==> config.mk <==
export PLATFORM = sky130hd
export DESIGN_NAME = tile_scroll_ctrl
export DESIGN_NICKNAME = d
export VERILOG_FILES = /design/src/rtl/tile_scroll_ctrl.sv
export SDC_FILE = /design/constraint.sdc
export NUM_CORES = 1
export LEC_CHECK = 0
export ABC_AREA = 1
export BUFFER_PORTS_ARGS = -buffer_cell sky130_fd_sc_hd__buf_2
export CAP_MARGIN = 20
export CORE_MARGIN = 2
export CORE_UTILIZATION = 25
export CTS_CLUSTER_SIZE = 28
export DETAILED_ROUTE_END_ITERATION = 12
export PLACE_DENSITY_LB_ADDON = 0.3
export SLEW_MARGIN = 20
export SYNTH_ARGS = -nofsm -noshare
export SYNTH_HDL_FRONTEND = slang
export SYNTH_SLANG_ARGS = --single-unit
==> constraint.sdc <==
create_clock -name mem_clk -period 1.8 [get_ports mem_clk]
set_clock_uncertainty 0.2 [all_clocks]
set_input_delay 0.18 -clock mem_clk [delete_from_list [all_inputs] [get_ports mem_clk]]
set_output_delay 0.18 -clock mem_clk [all_outputs]
set_load 0.01 [all_outputs]
==> src/rtl/tile_scroll_ctrl.sv <==
// rtl/tile_scroll_ctrl.sv - side-scrolling tilemap refill engine with host port sharing
//
// Keeps a 32-column x 15-row tilemap ring filled from a level store while the
// scroll offset advances, and shares the tilemap write port with a host.
//
// Ports:
//   mem_clk, mem_reset_n       clock, synchronous active-low reset
//   start, stop                level begin / return-to-idle pulses
//   frame_tick, speed[4:0]     per-frame advance pulse, pixels per frame
//   level_addr[13:0]           {level_col[9:0], row[3:0]} level read address
//   level_data[7:0]            tile number, valid one cycle after level_addr
//   tm_address, tm_we,
//   tm_din, tm_dout            tilemap port (engine or granted host)
//   host_req, host_we,
//   host_addr, host_din        host tilemap access request
//   host_ack, host_rdata       one-cycle grant, captured read data
//   scroll_offset[9:0]         pixel scroll position, modulo 1024
//   running, busy              engine active / engine filling the ring
//   level_end, overrun         sticky: past end of level / frame tick dropped

module tile_scroll_ctrl #(
  parameter int LEVEL_COLS = 512
) (
  input  logic        mem_clk,
  input  logic        mem_reset_n,
  input  logic        start,
  input  logic        stop,
  input  logic        frame_tick,
  input  logic [4:0]  speed,
  output logic [13:0] level_addr,
  input  logic [7:0]  level_data,
  output logic [13:0] tm_address,
  output logic        tm_we,
  output logic [7:0]  tm_din,
  input  logic [7:0]  tm_dout,
  input  logic        host_req,
  input  logic        host_we,
  input  logic [13:0] host_addr,
  input  logic [7:0]  host_din,
  output logic        host_ack,
  output logic [7:0]  host_rdata,
  output logic [9:0]  scroll_offset,
  output logic        running,
  output logic        busy,
  output logic        level_end,
  output logic        overrun
);

  typedef enum logic [1:0] {
    S_IDLE,
    S_PRELOAD,
    S_RUN,
    S_REFILL
  } state_t;

  localparam logic [3:0]  LAST_ROW     = 4'd14;
  localparam logic [4:0]  LAST_COL     = 5'd31;
  localparam logic [10:0] LEVEL_COLS_W = 11'(LEVEL_COLS);

  state_t      state_q, state_d;
  logic [9:0]  offset_q, offset_d;
  logic [10:0] next_col_q, next_col_d;
  logic        pend_q, pend_d;
  logic        level_end_q, level_end_d;
  logic        overrun_q, overrun_d;

  // Read-issue stage: address presented to the level store this cycle.
  logic        iss_vld_q, iss_vld_d;
  logic        iss_zero_q, iss_zero_d;
  logic [3:0]  iss_row_q, iss_row_d;
  logic [4:0]  iss_col_q, iss_col_d;
  logic [9:0]  iss_lcol_q, iss_lcol_d;

  // Write stage: one cycle behind issue, so level_data lines up with it.
  logic        wr_vld_q, wr_vld_d;
  logic        wr_zero_q, wr_zero_d;
  logic [3:0]  wr_row_q, wr_row_d;
  logic [4:0]  wr_col_q, wr_col_d;

  logic        ack_q, ack_d;
  logic        rd_pend_q, rd_pend_d;
  logic [7:0]  host_rdata_q, host_rdata_d;

  logic        eff_tick;
  logic [9:0]  sum_off;
  logic        crossing;
  logic        col_past_end;
  logic        engine_quiet;
  logic        host_gnt;

  always_comb begin
    eff_tick     = frame_tick | pend_q;
    sum_off      = offset_q + {5'b0, speed};
    crossing     = (sum_off[9:5] != offset_q[9:5]);
    col_past_end = (next_col_q >= LEVEL_COLS_W);
    // A tick (new or pending) in RUN may start a refill, so the host waits.
    engine_quiet = (state_q == S_IDLE) || ((state_q == S_RUN) && !eff_tick);
    // ack_q forces a gap so a held request is granted once per pulse.
    host_gnt     = mem_reset_n && host_req && !ack_q && engine_quiet;
  end

  always_comb begin
    state_d      = state_q;
    offset_d     = offset_q;
    next_col_d   = next_col_q;
    pend_d       = pend_q;
    level_end_d  = level_end_q;
    overrun_d    = overrun_q;
    iss_vld_d    = iss_vld_q;
    iss_zero_d   = iss_zero_q;
    iss_row_d    = iss_row_q;
    iss_col_d    = iss_col_q;
    iss_lcol_d   = iss_lcol_q;
    wr_vld_d     = 1'b0;
    wr_zero_d    = wr_zero_q;
    wr_row_d     = wr_row_q;
    wr_col_d     = wr_col_q;
    ack_d        = host_gnt;
    rd_pend_d    = host_gnt & ~host_we;
    host_rdata_d = rd_pend_q ? tm_dout : host_rdata_q;

    // Issue stage walks rows 0..14; PRELOAD continues through all 32 columns,
    // REFILL stops after its single column.
    if (iss_vld_q) begin
      wr_vld_d  = 1'b1;
      wr_zero_d = iss_zero_q;
      wr_row_d  = iss_row_q;
      wr_col_d  = iss_col_q;
      if (iss_row_q == LAST_ROW) begin
        iss_row_d = 4'd0;
        if ((state_q == S_PRELOAD) && (iss_col_q != LAST_COL)) begin
          iss_col_d  = iss_col_q + 5'd1;
          iss_lcol_d = iss_lcol_q + 10'd1;
        end else begin
          iss_vld_d = 1'b0;
        end
      end else begin
        iss_row_d = iss_row_q + 4'd1;
      end
    end

    case (state_q)
      S_IDLE: begin
        if (start) begin
          state_d     = S_PRELOAD;
          offset_d    = 10'd0;
          next_col_d  = 11'd0;
          level_end_d = 1'b0;
          overrun_d   = 1'b0;
          pend_d      = 1'b0;
          iss_vld_d   = 1'b1;
          iss_zero_d  = 1'b0;
          iss_row_d   = 4'd0;
          iss_col_d   = 5'd0;
          iss_lcol_d  = 10'd0;
        end
      end

      S_PRELOAD: begin
        if (frame_tick) begin
          if (pend_q) overrun_d = 1'b1;
          else        pend_d    = 1'b1;
        end
        // Last write of the column is in flight and nothing more to issue.
        if (!iss_vld_q && wr_vld_q) begin
          state_d    = S_RUN;
          next_col_d = 11'd32;
        end
      end

      S_RUN: begin
        if (eff_tick) begin
          offset_d = sum_off;
          // A fresh tick landing on the pending one's cycle stays pending.
          pend_d   = frame_tick & pend_q;
          if (crossing) begin
            state_d    = S_REFILL;
            iss_vld_d  = 1'b1;
            iss_row_d  = 4'd0;
            // Column just scrolled fully off the left edge gets reused.
            iss_col_d  = sum_off[9:5] - 5'd1;
            iss_lcol_d = next_col_q[9:0];
            iss_zero_d = col_past_end;
            if (col_past_end) level_end_d = 1'b1;
          end
        end
      end

      S_REFILL: begin
        if (frame_tick) begin
          if (pend_q) overrun_d = 1'b1;
          else        pend_d    = 1'b1;
        end
        if (!iss_vld_q && wr_vld_q) begin
          state_d = S_RUN;
          // Saturate once past the level so next_col never wraps into data.
          if (!col_past_end) next_col_d = next_col_q + 11'd1;
        end
      end

      default: state_d = S_IDLE;
    endcase

    // stop overrides everything (including a same-cycle start) and freezes
    // the level position and sticky flags as they were.
    if (stop) begin
      state_d     = S_IDLE;
      pend_d      = 1'b0;
      iss_vld_d   = 1'b0;
      wr_vld_d    = 1'b0;
      offset_d    = offset_q;
      next_col_d  = next_col_q;
      level_end_d = level_end_q;
      overrun_d   = overrun_q;
    end
  end

  always_ff @(posedge mem_clk) begin
    if (!mem_reset_n) begin
      state_q      <= S_IDLE;
      offset_q     <= 10'd0;
      next_col_q   <= 11'd0;
      pend_q       <= 1'b0;
      level_end_q  <= 1'b0;
      overrun_q    <= 1'b0;
      iss_vld_q    <= 1'b0;
      iss_zero_q   <= 1'b0;
      iss_row_q    <= 4'd0;
      iss_col_q    <= 5'd0;
      iss_lcol_q   <= 10'd0;
      wr_vld_q     <= 1'b0;
      wr_zero_q    <= 1'b0;
      wr_row_q     <= 4'd0;
      wr_col_q     <= 5'd0;
      ack_q        <= 1'b0;
      rd_pend_q    <= 1'b0;
      host_rdata_q <= 8'd0;
    end else begin
      state_q      <= state_d;
      offset_q     <= offset_d;
      next_col_q   <= next_col_d;
      pend_q       <= pend_d;
      level_end_q  <= level_end_d;
      overrun_q    <= overrun_d;
      iss_vld_q    <= iss_vld_d;
      iss_zero_q   <= iss_zero_d;
      iss_row_q    <= iss_row_d;
      iss_col_q    <= iss_col_d;
      iss_lcol_q   <= iss_lcol_d;
      wr_vld_q     <= wr_vld_d;
      wr_zero_q    <= wr_zero_d;
      wr_row_q     <= wr_row_d;
      wr_col_q     <= wr_col_d;
      ack_q        <= ack_d;
      rd_pend_q    <= rd_pend_d;
      host_rdata_q <= host_rdata_d;
    end
  end

  // Engine writes only happen in PRELOAD/REFILL and host grants only in
  // IDLE/RUN, so the two never meet on the tilemap port.
  always_comb begin
    level_addr = (iss_vld_q && !iss_zero_q) ? {iss_lcol_q, iss_row_q} : 14'd0;
    tm_we      = wr_vld_q | (host_gnt & host_we);
    tm_address = 14'd0;
    tm_din     = 8'd0;
    if (wr_vld_q) begin
      tm_address = {5'b0, wr_row_q, wr_col_q};
      tm_din     = wr_zero_q ? 8'h00 : level_data;
    end else if (host_gnt) begin
      tm_address = host_addr;
      tm_din     = host_we ? host_din : 8'd0;
    end
  end

  assign host_ack      = host_gnt;
  assign host_rdata    = host_rdata_q;
  assign scroll_offset = offset_q;
  assign running       = (state_q != S_IDLE);
  assign busy          = (state_q == S_PRELOAD) || (state_q == S_REFILL);
  assign level_end     = level_end_q;
  assign overrun       = overrun_q;

endmodule

==> out/results.tsv, run 1 <==
metric	value	unit
run_status	finished, violations left	
failed_checks	setup timing	
floorplan.die.height	129	microns
synthesis.instances	600	
grt_max_degree	29	
n_antenna_cell	0	
seq_power_share	35.9	%
final.min_clock_period	2070	ps
number_of_routed_nets_with_antenna_violations	0	
grt_util_all_layers	15.0	%
drt_iter0_markers	221	
finalWirelength	12.9	mm
finalNetCount	875	
finalCritPeriodShare	115	%
warnings_from_yosys	0	
setup_viol_count_final	49	
cts.path.max_buffers	2	
ys_seq_area_share	34.6	%
area_growth_syn_to_layout	65.4	%
core_region_area	0.0153	sq mm
intPower	3.29	mW
route.detailed.vias_per_inst	4.26	
rsz0062_at_grt	yes	
detailedRoute.firstPassIterationCount	4	
clock_pin_slew_on_the_worst_setup_and_hold_paths	60	ps
synth_area	0.00394	sq mm
dp.final_hpwl	9.58	mm
endpoint_kind	register	
power.switching_fraction	23.9	%
hold_violations	0	
numPortBuffers	109	
min_path_type	input pin to register	
combPwrFrac	13.3	%
holdWs	90.3	ps
fin_tns_setup	-6790	ps
power_per_cell_area	665	mW/mm^2
initial_core_util	25.7	%
insertion_delay	340	ps
die-area	0.0168	sq mm
via_count_of_the_first_global_routing_pass	4047	
worst_path_largest_cell_delay	360	ps
synth-seq-cells	68	
rows	45	
vias	4387	
drv.max_cap_violation_count	0	
ir_drop_worst_case_vdd	496	uV
crit_family	buffers and inverters	
global_route.overflow_total	0	
post-route-worst-setup-slack	-267	ps
synth_fp_nets	661	
die_x	129	microns
switching_power	1.04	mW
cts_made_buffers	9	
final_max_slew_viol_count	0	
startpoint_type	register	
critPathSlowestCell	sky130_fd_sc_hd__dfxtp_4	
static-leakage-power	3.10	nW
worst_path_most_repeated_cell	sky130_fd_sc_hd__nand2_2	
worst_path_class_setup	register to register	
grt_first_pass_wirelength	19.7	mm
cts-htree-levels	3	
drcViolationCount	0	
top_level_ports	110	
critical_path_peak_fanout	3	
crit_chain	ha_4 -> inv_2 -> fa_2 -> inv_2 -> nand2_2 -> nand2_2 -> nand3_2 -> buf_4 -> nand3_2 -> nand2_2 -> buf_4 -> inv_4 -> buf_4 -> nand2_2 -> a21oi_1	
tightest_pin_transition	418	ps
gp_congestion	0.808	
clock_share_of_power	50.8	%
synth_cell_types	41	
regToRegSetupSlack	-270	ps
max_slew_margin	71.9	%
critical_path_buf_inv_count	6	
antenna_found_initial	0	
worst-endpoint-required	1870	ps
detail_route.wl_per_cell	12.5	microns
avgSynthCellArea	6.56	sq um
final_core_util	42.5	%
final_layout_size_suffix_gt1_share	46.9	%
tritoncts	done	
fmax	0.484	GHz
root_buffer	sky130_fd_sc_hd__clkbuf_16	
clkSinkCount	68	
worstPathArrival	2140	ps
==> cell type report <==
class                      count  area (sq um)
timing repair buffer         220          1480
clock buffer                   9           225
inverter                      90           370
sequential                    68          1380
clock inverter                 7           139
fill                        1644          8800
tap                          211           264
multi-input combinational    425          2650
==> cells by family (layout without fill, tap and decap cells) <==
| family | Yosys count | in the layout | share of synthesized area, % |
|---|---|---|---|
| compound gates | 102 | 102 | 14.1 |
| xor+xnor | 11 | 11 | 2.45 |
| flops | 68 | 68 | 34.6 |
| fa+ha+maj | 11 | 11 | 3.69 |
| simple gates | 301 | 301 | 34.2 |
| buf+inv | 107 | 326 | 11.0 |
==> metrics by stage <==
| step | instance area [sq um] | cells | setup WS (ps) | total power [mW] |
|---|---|---|---|---|
| global placement | 5490 | 991 | -232 | 2.07 |
| CTS | 6140 | 1022 | -234 | 4.36 |
| floorplan | 4090 | 600 | -184 | 1.84 |
| detailed placement | 5490 | 991 | -271 | 2.07 |
| global route | 6510 | 1030 | -401 | 4.52 |
| finish | 6510 | 1030 | -267 | 4.33 |
==> registers in the layout (all words and copies together) (netlist names) <==
| register | count |
|---|---|
| ack_q | 1 |
| host_rdata | 8 |
| iss_col_q | 5 |
| iss_lcol_q | 10 |
| iss_row_q | 4 |
| iss_vld_q | 1 |
| iss_zero_q | 1 |
| level_end | 1 |
| next_col_q | 11 |
| overrun | 1 |
| pend_q | 1 |
| rd_pend_q | 1 |
| scroll_offset | 10 |
| state_q | 2 |
| wr_col_q | 5 |
| wr_row_q | 4 |
| wr_vld_q | 1 |
| wr_zero_q | 1 |
==> worst min-delay path, stage by stage <==
cell                      delay [ps]
sky130_fd_sc_hd__buf_2           120
sky130_fd_sc_hd__buf_12          170
sky130_fd_sc_hd__nand2_1          80
sky130_fd_sc_hd__inv_1            30
==> power groups by stage <==
stage                     clock network (mW)  registers (mW)  logic (mW)
after CTS                               2.27            1.55       0.538
final                                   2.20            1.55       0.575
after floorplan                            0            1.59       0.249
after global routing                    2.33            1.55       0.631
after global placement                     0            1.59       0.487
after detailed placement                   0            1.59       0.487
==> cells in the mapped netlist, drive strengths merged <==
library cell,n,area (sq um)
fa,1,20.0
clkbuf,13,48.8
nand4,4,25.0
o21bai,1,7.51
a221oi,1,8.76
a211oi,1,7.51
a22oi,1,7.51
o21ai,45,240
nor4,3,33.8
dfxtp,68,1360
or2,5,31.3
buf,4,37.5
clkinv,4,15.0
o22ai,8,50.1
o211ai,1,7.51
nand3b,1,7.51
xor2,11,96.3
nand3,35,180
a21oi,43,215
ha,10,125
o32ai,1,8.76
nand2,157,627
nor2,86,377
nor3,10,66.3
inv,86,330
==> worst paths after layout <==
kind / cells past startpoint / startpoint / endpoint
hold reg to reg: 2 / next_col_q[10] / next_col_q[10]
hold / removal: 4 / mem_reset_n / iss_col_q[4]
setup / recovery: 15 / scroll_offset[0] / scroll_offset[8]
setup reg to reg: 15 / scroll_offset[0] / scroll_offset[8]
==> per-layer routing <==
| layer | routed length (microns) | global-route usage, % | up-vias | part of all wire (%) |
|---|---|---|---|---|
| li1 | - | - | 2339 | - |
| met1 | 6040 | 20.1 | 1977 | 47 |
| met2 | 6290 | 23.7 | 67 | 49 |
| met3 | 446 | 3.67 | 4 | 3.5 |
| met4 | 85 | 4.93 | 0 | 0.66 |
| met5 | 0 | 0 | - | 0 |
==> cell usage in the layout (no fill, tap or decap), types with 5 or more instances in the layout <==
cell and n:
sky130_fd_sc_hd__nor3_1 5, sky130_fd_sc_hd__nand2_1 121, sky130_fd_sc_hd__dlygate4sd3_1 11, sky130_fd_sc_hd__o21ai_2 8
sky130_fd_sc_hd__buf_6 12, sky130_fd_sc_hd__o21ai_1 13, sky130_fd_sc_hd__nor2_4 13, sky130_fd_sc_hd__nor2_1 56
sky130_fd_sc_hd__nand3_1 23, sky130_fd_sc_hd__nand2_4 6, sky130_fd_sc_hd__nand3_2 9, sky130_fd_sc_hd__buf_4 89
sky130_fd_sc_hd__nor2_2 16, sky130_fd_sc_hd__a21oi_1 32, sky130_fd_sc_hd__buf_2 106, sky130_fd_sc_hd__nand2_2 30
sky130_fd_sc_hd__clkbuf_16 9, sky130_fd_sc_hd__ha_4 5, sky130_fd_sc_hd__inv_1 66, sky130_fd_sc_hd__o21ai_0 23
sky130_fd_sc_hd__a21oi_2 11, sky130_fd_sc_hd__dfxtp_1 58, sky130_fd_sc_hd__inv_2 13, sky130_fd_sc_hd__or2_2 5
sky130_fd_sc_hd__dfxtp_2 7, sky130_fd_sc_hd__o22ai_2 6, sky130_fd_sc_hd__xor2_1 9
==> timing repair <==
action | 4_1_cts | 5_1_grt
hold buffers | 11 | 0
endpoints found under the setup margin | 65 | 70
pin swaps | 17 | 27
buffers inserted | 4 | 8
gates resized for setup | 55 | 90
endpoints found under the hold margin | 11 | 0
Note: power is estimated with default switching activity, not from simulation.
==> inputs of run 2 (changes only) <==
--- a/config.mk
+++ b/config.mk
@@ -9,7 +9,7 @@
 export BUFFER_PORTS_ARGS = -buffer_cell sky130_fd_sc_hd__buf_2
 export CAP_MARGIN = 20
 export CORE_MARGIN = 2
-export CORE_UTILIZATION = 25
+export CORE_UTILIZATION = 40
 export CTS_CLUSTER_SIZE = 28
 export DETAILED_ROUTE_END_ITERATION = 12
 export PLACE_DENSITY_LB_ADDON = 0.3
==> run 2 against run 1 <==
Against the previous run: the flow still finishes with violations (setup timing); routed wire length down 5.4%; sequential share of layout area up 1.2 points; combinational power up 5.4%; fmax down 3.0%; first-iteration DRC count down 32%; sequential cell count unchanged; critical endpoint is now iss_lcol_q[1]; worst hold slack worse by 39 ps; via count up 2.2%; worst setup slack worse by 64 ps; core utilization up 21 points.
==> out/results.tsv, run 2 (synthesis gave the netlist of run 1 again) <==
metric	value	unit	change
dp.final_hpwl	8.53	mm	-11%
via_count_of_the_first_global_routing_pass	3981		-1.6%
floorplan.die.height	103	microns	-20%
max_flop_register	next_col_q		
critical_path_peak_fanout	5		+2
number_of_routed_nets_with_antenna_violations	0		unchanged
final_core_util	63.9	%	+21 points
static-leakage-power	2.95	nW	-4.8%
power_per_cell_area	561	mW/mm^2	-16%
rows	36		-20%
layout.cells.most_common_list	sky130_fd_sc_hd__nand2_1 (126), sky130_fd_sc_hd__buf_2 (101), sky130_fd_sc_hd__inv_1 (71)		
final_layout_size_suffix_gt1_share	43.4	%	-3.4 points
drcViolationCount	0		unchanged
area_growth_syn_to_layout	56.6	%	
rsz0062_at_grt	yes		
worst-endpoint-required	1850	ps	-20 ps
intPower	2.46	mW	-25%
finalNetCount	857		-2.1%
seq_power_share	44.9	%	+9.0 points
initial_core_util	40.8	%	+15 points
cts-htree-levels	3		unchanged
clkSinkCount	68		unchanged
detail_route.wl_per_cell	13.0	microns	+4.3%
largest_reg_flops	11		unchanged
switching_power	0.992	mW	-4.2%
min_path_type	input pin to register		
fillCellCount	856		-48%
route.detailed.vias_per_inst	4.80		+13%
gp_congestion	0.929		+15%
global_route.overflow_total	0		unchanged
hold_violations	0		unchanged
n_antenna_cell	0		unchanged
grt_first_pass_wirelength	18.0	mm	-8.5%
antenna_found_initial	0		unchanged
final_common_cell	sky130_fd_sc_hd__nand2_1		
finalCritPeriodShare	118	%	+3.6 points
startpoint_type	register		
die-area	0.0106	sq mm	-36%
numPortBuffers	109		unchanged
ir_drop_worst_case_vdd	302	uV	-39%
worstPathArrival	2190	ps	+50 ps
root_buffer	sky130_fd_sc_hd__clkbuf_8		
final.min_clock_period	2130	ps	+64.4 ps
run_status	finished, violations left		
finalWirelength	12.2	mm	-5.4%
top_level_ports	110		unchanged
clock_pin_slew_on_the_worst_setup_and_hold_paths	70	ps	about the same
die_x	103	microns	-20%
post-route-worst-setup-slack	-332	ps	-64.4 ps
worst_path_class_setup	register to register		
core_region_area	0.00964	sq mm	-37%
fmax	0.469	GHz	-3.0%
preCtsSetupSlack	-275	ps	-4.20 ps
drv.max_cap_violation_count	0		unchanged
power.switching_fraction	28.7	%	+4.8 points
detailedRoute.firstPassIterationCount	5		+1
failed_checks	setup timing		
clock_share_of_power	37.6	%	-13 points
setup_viol_count_final	50		+2.0%
insertion_delay	360	ps	+20 ps
cts.path.max_buffers	2		unchanged
cts_made_buffers	9		unchanged
drt_iter0_markers	150		-32%
grt_util_all_layers	21.5	%	+6.6 points
tightest_pin_transition	328	ps	-89.8 ps
final_max_slew_viol_count	0		unchanged
grt_max_degree	20		-31%
endpoint_kind	register		
tritoncts	done		
vias	4482		+2.2%
combPwrFrac	17.5	%	+4.2 points
max_slew_margin	77.9	%	+6.0 points
==> run 2: critical path: stages, from the launching register on <==
cell and delay (ps):
sky130_fd_sc_hd__dfxtp_4 360, sky130_fd_sc_hd__ha_4 130, sky130_fd_sc_hd__inv_2 30, sky130_fd_sc_hd__fa_2 320, sky130_fd_sc_hd__inv_2 80, sky130_fd_sc_hd__nand2_2 80, sky130_fd_sc_hd__nand3_4 80, sky130_fd_sc_hd__nor2_4 50
sky130_fd_sc_hd__nor2_4 140, sky130_fd_sc_hd__o21ai_4 70, sky130_fd_sc_hd__buf_12 150, sky130_fd_sc_hd__clkbuf_16 150, sky130_fd_sc_hd__a22oi_2 110, sky130_fd_sc_hd__nor2_1 60
==> run 2: per-layer routing <==
layer	GRT usage [%]	up-vias	part of all wire [%]
li1	-	2299	-
met1	28.3	2088	45
met2	36.0	84	50
met3	2.69	11	3.4
met4	8.40	0	1.2
met5	0	-	0
==> run 2: worst paths after layout <==
path	start	to	slack, ps	cells after the start
max	scroll_offset[0]	iss_lcol_q[1]	-330	13
min	frame_tick	pend_q	50	4
max reg2reg	scroll_offset[0]	iss_lcol_q[1]	-330	13
min reg2reg	next_col_q[10]	next_col_q[10]	240	2
==> run 2: repair_timing <==
action | 4_1_cts | 5_1_grt
gates cloned | 3 | 1
pin swaps | 27 | 27
setup endpoints to repair | 71 | 69
hold endpoints to repair | 12 | 0
gates resized for setup | 68 | 63
hold buffers | 12 | 0
setup buffers | 10 | 9
==> run 2: cell type report <==
| type | instances | area [sq um] | share of cell area (%) |
|---|---|---|---|
| Clock buffer | 9 | 124 | 2.01 |
| Clock inverter | 7 | 77.6 | 1.26 |
| Inverter | 90 | 355 | 5.77 |
| Multi-Input combinational cell | 425 | 2620 | 42.6 |
| Sequential cell | 68 | 1380 | 22.5 |
| Tap cell | 133 | 166 | 2.70 |
| Timing Repair Buffer | 201 | 1430 | 23.2 |
| Timing Repair inverter | 1 | 3.75 | 0.0609 |
==> run 2: through the flow <==
step | hold slack [ps] | instance area (sq um) | TNS (ps) | power [mW] | cells
final | 51.0 | 6160 | -8890 | 3.46 | 934
after CTS | 47.4 | 5840 | -8180 | 3.42 | 927
after global routing | 71.6 | 6160 | -13990 | 3.60 | 934
after global placement | 201 | 5200 | -4080 | 2.04 | 886
after floorplan | 115 | 4090 | -2460 | 1.84 | 600
after detailed placement | 216 | 5200 | -5500 | 2.05 | 886
==> run 2: power by group through the flow <==
stage | registers, mW | logic [mW] | clock network [mW]
after global placement | 1.59 | 0.456 | 0
after global routing | 1.56 | 0.657 | 1.38
after detailed placement | 1.59 | 0.465 | 0
final | 1.55 | 0.606 | 1.30
after CTS | 1.55 | 0.539 | 1.32
after floorplan | 1.59 | 0.249 | 0
==> inputs of run 3 (changes only) <==
--- a/config.mk
+++ b/config.mk
@@ -13,6 +13,7 @@
 export CTS_CLUSTER_SIZE = 28
 export DETAILED_ROUTE_END_ITERATION = 12
 export PLACE_DENSITY_LB_ADDON = 0.3
+export SETUP_SLACK_MARGIN = 0.15
 export SLEW_MARGIN = 20
 export SYNTH_ARGS = -nofsm -noshare
 export SYNTH_HDL_FRONTEND = slang
==> run 3 against run 2 <==
Against the previous run: the run ends with hold timing, setup timing left; sequential power barely moved; non-clock buffer count up 6; sequential cell count unchanged; sequential share of layout area shrank 1.0 points; critical path type unchanged; critical endpoint is now iss_lcol_q[9].
==> out/results.tsv, run 3 (synthesis gave the netlist of run 1 again) <==
metric	value	unit	change
run_status	finished, violations left		
failed_checks	hold timing, setup timing		
route.detailed.vias_per_inst	5.00		+4.3%
final_core_util	67.0	%	+3.1 points
start_of_the_worst_register_to_register_path	scroll_offset[0]		
switching_power	0.983	mW	-0.96%
post-route-worst-setup-slack	-311	ps	+20.7 ps
detail_route.wl_per_cell	13.7	microns	+5.5%
regArea	0.00138	sq mm	unchanged
numPortBuffers	109		unchanged
footprint_of_the_multi_input_gates	0.00278	sq mm	+6.1%
core_region_area	0.00964	sq mm	unchanged
grt_max_degree	20		unchanged
grt_first_pass_wirelength	18.7	mm	+3.4%
preCtsSetupSlack	-285	ps	-10.2 ps
top_level_ports	110		unchanged
cts_made_buffers	9		unchanged
rows	36		unchanged
worst_setup_path_endpoint	iss_lcol_q[9]		
layout.cells.most_common_list	sky130_fd_sc_hd__nand2_1 (118), sky130_fd_sc_hd__buf_2 (95), sky130_fd_sc_hd__inv_1 (66)		
tritoncts	done		
die-area	0.0106	sq mm	unchanged
tightest_pin_transition	386	ps	+58.3 ps
cts.path.max_buffers	2		unchanged
combPwrFrac	20.0	%	+2.5 points
dp.final_hpwl	8.69	mm	+1.9%
clkSinkCount	68		unchanged
drv.max_cap_violation_count	0		unchanged
max_slew_margin	74.2	%	-3.7 points
grt_util_all_layers	22.4	%	+0.84 points
worst_setup_path_startpoint	scroll_offset[0]		
worstPathArrival	2180	ps	about the same
worst_hold_startpoint	start		
largest_reg_flops	11		unchanged
worst_path_class_setup	register to register		
finalCritPeriodShare	117	%	-1.1 points
fin_cells	942		+0.86%
power_per_cell_area	536	mW/mm^2	-4.4%
floorplan.die.height	103	microns	unchanged
fillCellCount	812		-5.1%
area_growth_syn_to_layout	64.2	%	
holdWs	-2.16	ps	-53.2 ps
drcViolationCount	0		unchanged
die_x	103	microns	unchanged
clock_share_of_power	35.2	%	-2.4 points
antenna_found_initial	0		unchanged
vias	4714		+5.2%
dpl.cell_count	880		-0.68%
via_count_of_the_first_global_routing_pass	4125		+3.6%
finalWirelength	12.9	mm	+6.4%
cts-htree-levels	3		unchanged
endpoint_kind	register		
max_flop_register	next_col_q		
setup_viol_count_final	50		unchanged
static-leakage-power	3.03	nW	+2.9%
final_max_slew_viol_count	0		unchanged
n_antenna_cell	0		unchanged
worst-endpoint-required	1870	ps	+20 ps
seq_power_share	44.8	%	about the same
initial_core_util	40.8	%	unchanged
root_buffer	sky130_fd_sc_hd__clkbuf_8		
finalNetCount	865		+0.93%
rsz0062_at_grt	yes		
regToRegEndpoint	iss_lcol_q[9]		
regToRegSetupSlack	-310	ps	+20 ps
min_path_type	input pin to register		
number_of_routed_nets_with_antenna_violations	0		unchanged
ir_drop_worst_case_vdd	411	uV	+36%
final_common_cell	sky130_fd_sc_hd__nand2_1		
fmax	0.474	GHz	+0.98%
final.min_clock_period	2110	ps	-20.7 ps
clock_pin_slew_on_the_worst_setup_and_hold_paths	80	ps	about the same
hold_violations	1		+1
critical_path_peak_fanout	4		-1
detailedRoute.firstPassIterationCount	7		+2
worstRegToRegCells	12		-1
power.switching_fraction	28.4	%	-0.33 points
drt_iter0_markers	186		+24%
intPower	2.48	mW	+0.67%
global_route.overflow_total	0		unchanged
insertion_delay	350	ps	about the same
startpoint_type	register		
gp_congestion	0.907		-2.3%
final_layout_size_suffix_gt1_share	48.0	%	+4.5 points
-- run 3: changes by cell type in the layout (fill, tap and decap cells not counted), moves of 4 or more --
cell	delta
sky130_fd_sc_hd__buf_6	+15
sky130_fd_sc_hd__nor2_1	-10
sky130_fd_sc_hd__nand2_2	+4
sky130_fd_sc_hd__nor2_4	+4
sky130_fd_sc_hd__nand2_4	+4
sky130_fd_sc_hd__inv_1	-5
sky130_fd_sc_hd__buf_2	-6
sky130_fd_sc_hd__nand2_1	-8
sky130_fd_sc_hd__nor2_2	+6
sky130_fd_sc_hd__o21ai_0	-5
sky130_fd_sc_hd__inv_4	+6
-- run 3: final cells by class --
| class | instances | area share [%] |
|---|---|---|
| clock buffers | 13 | 2.63 |
| clock inverters | 3 | 0.290 |
| inverters | 90 | 5.85 |
| multi-input cells | 425 | 43.1 |
| flip-flops and latches | 68 | 21.4 |
| well taps | 133 | 2.58 |
| repair buffers | 207 | 23.9 |
| repair inverters | 3 | 0.271 |
-- run 3: repair_timing --
item                       in CTS  in global routing
setup endpoints to repair      77                 79
hold endpoints to repair       11                  0
resized for setup             102                 99
pin swaps                      43                 25
hold buffers                   10                  0
gates cloned                    3                  1
buffers inserted               21                 11
-- run 3: metrics by stage --
step / setup TNS [ps] / total power, mW / hold WS (ps) / instance area [sq um]
6_report: -9280 / 3.46 / -2.16 / 6460
3_5_place_dp: -5000 / 2.05 / 213 / 5190
4_1_cts: -9470 / 3.37 / -9.73 / 6000
3_3_place_gp: -3780 / 2.04 / 204 / 5190
2_1_floorplan: -2460 / 1.84 / 115 / 4140
5_1_grt: -14240 / 3.61 / 21.6 / 6460
-- run 3: how the worst min path moves through the flow --
stage,slack [ps],endpoint,depth (start not counted)
2_1_floorplan,110,host_rdata[7],2
4_1_cts,-10,overrun,5
3_5_place_dp,210,host_rdata[2],3
6_report,-2,overrun,5
5_1_grt,20,overrun,5
3_3_place_gp,200,host_rdata[0],3
-- run 3: power groups by stage --
| stage | logic (mW) | clock network [mW] | registers (mW) |
|---|---|---|---|
| after floorplan | 0.258 | 0 | 1.59 |
| after global placement | 0.451 | 0 | 1.59 |
| after detailed placement | 0.463 | 0 | 1.59 |
| after CTS | 0.580 | 1.24 | 1.55 |
| after global routing | 0.746 | 1.31 | 1.56 |
| final | 0.693 | 1.22 | 1.55 |
-- run 3: critical path, stage by stage (launching register included) --
cell and delay [ps]:
sky130_fd_sc_hd__dfxtp_4 350, sky130_fd_sc_hd__ha_4 160, sky130_fd_sc_hd__inv_2 50, sky130_fd_sc_hd__fa_2 190, sky130_fd_sc_hd__inv_2 50, sky130_fd_sc_hd__nand2_2 90, sky130_fd_sc_hd__nand3_4 80, sky130_fd_sc_hd__nor2_4 130
sky130_fd_sc_hd__nor2_4 60, sky130_fd_sc_hd__o21ai_4 260, sky130_fd_sc_hd__nand2_4 130, sky130_fd_sc_hd__buf_4 160, sky130_fd_sc_hd__o32ai_2 100
-- run 3: per-layer routing --
metal / vias up / GRT usage (%) / wire [microns]
li1: 2317 / - / -
met1: 2224 / 28.7 / 5310
met2: 156 / 37.5 / 6750
met3: 17 / 5.11 / 711
met4: 0 / 6.88 / 184
met5: - / 0 / 0
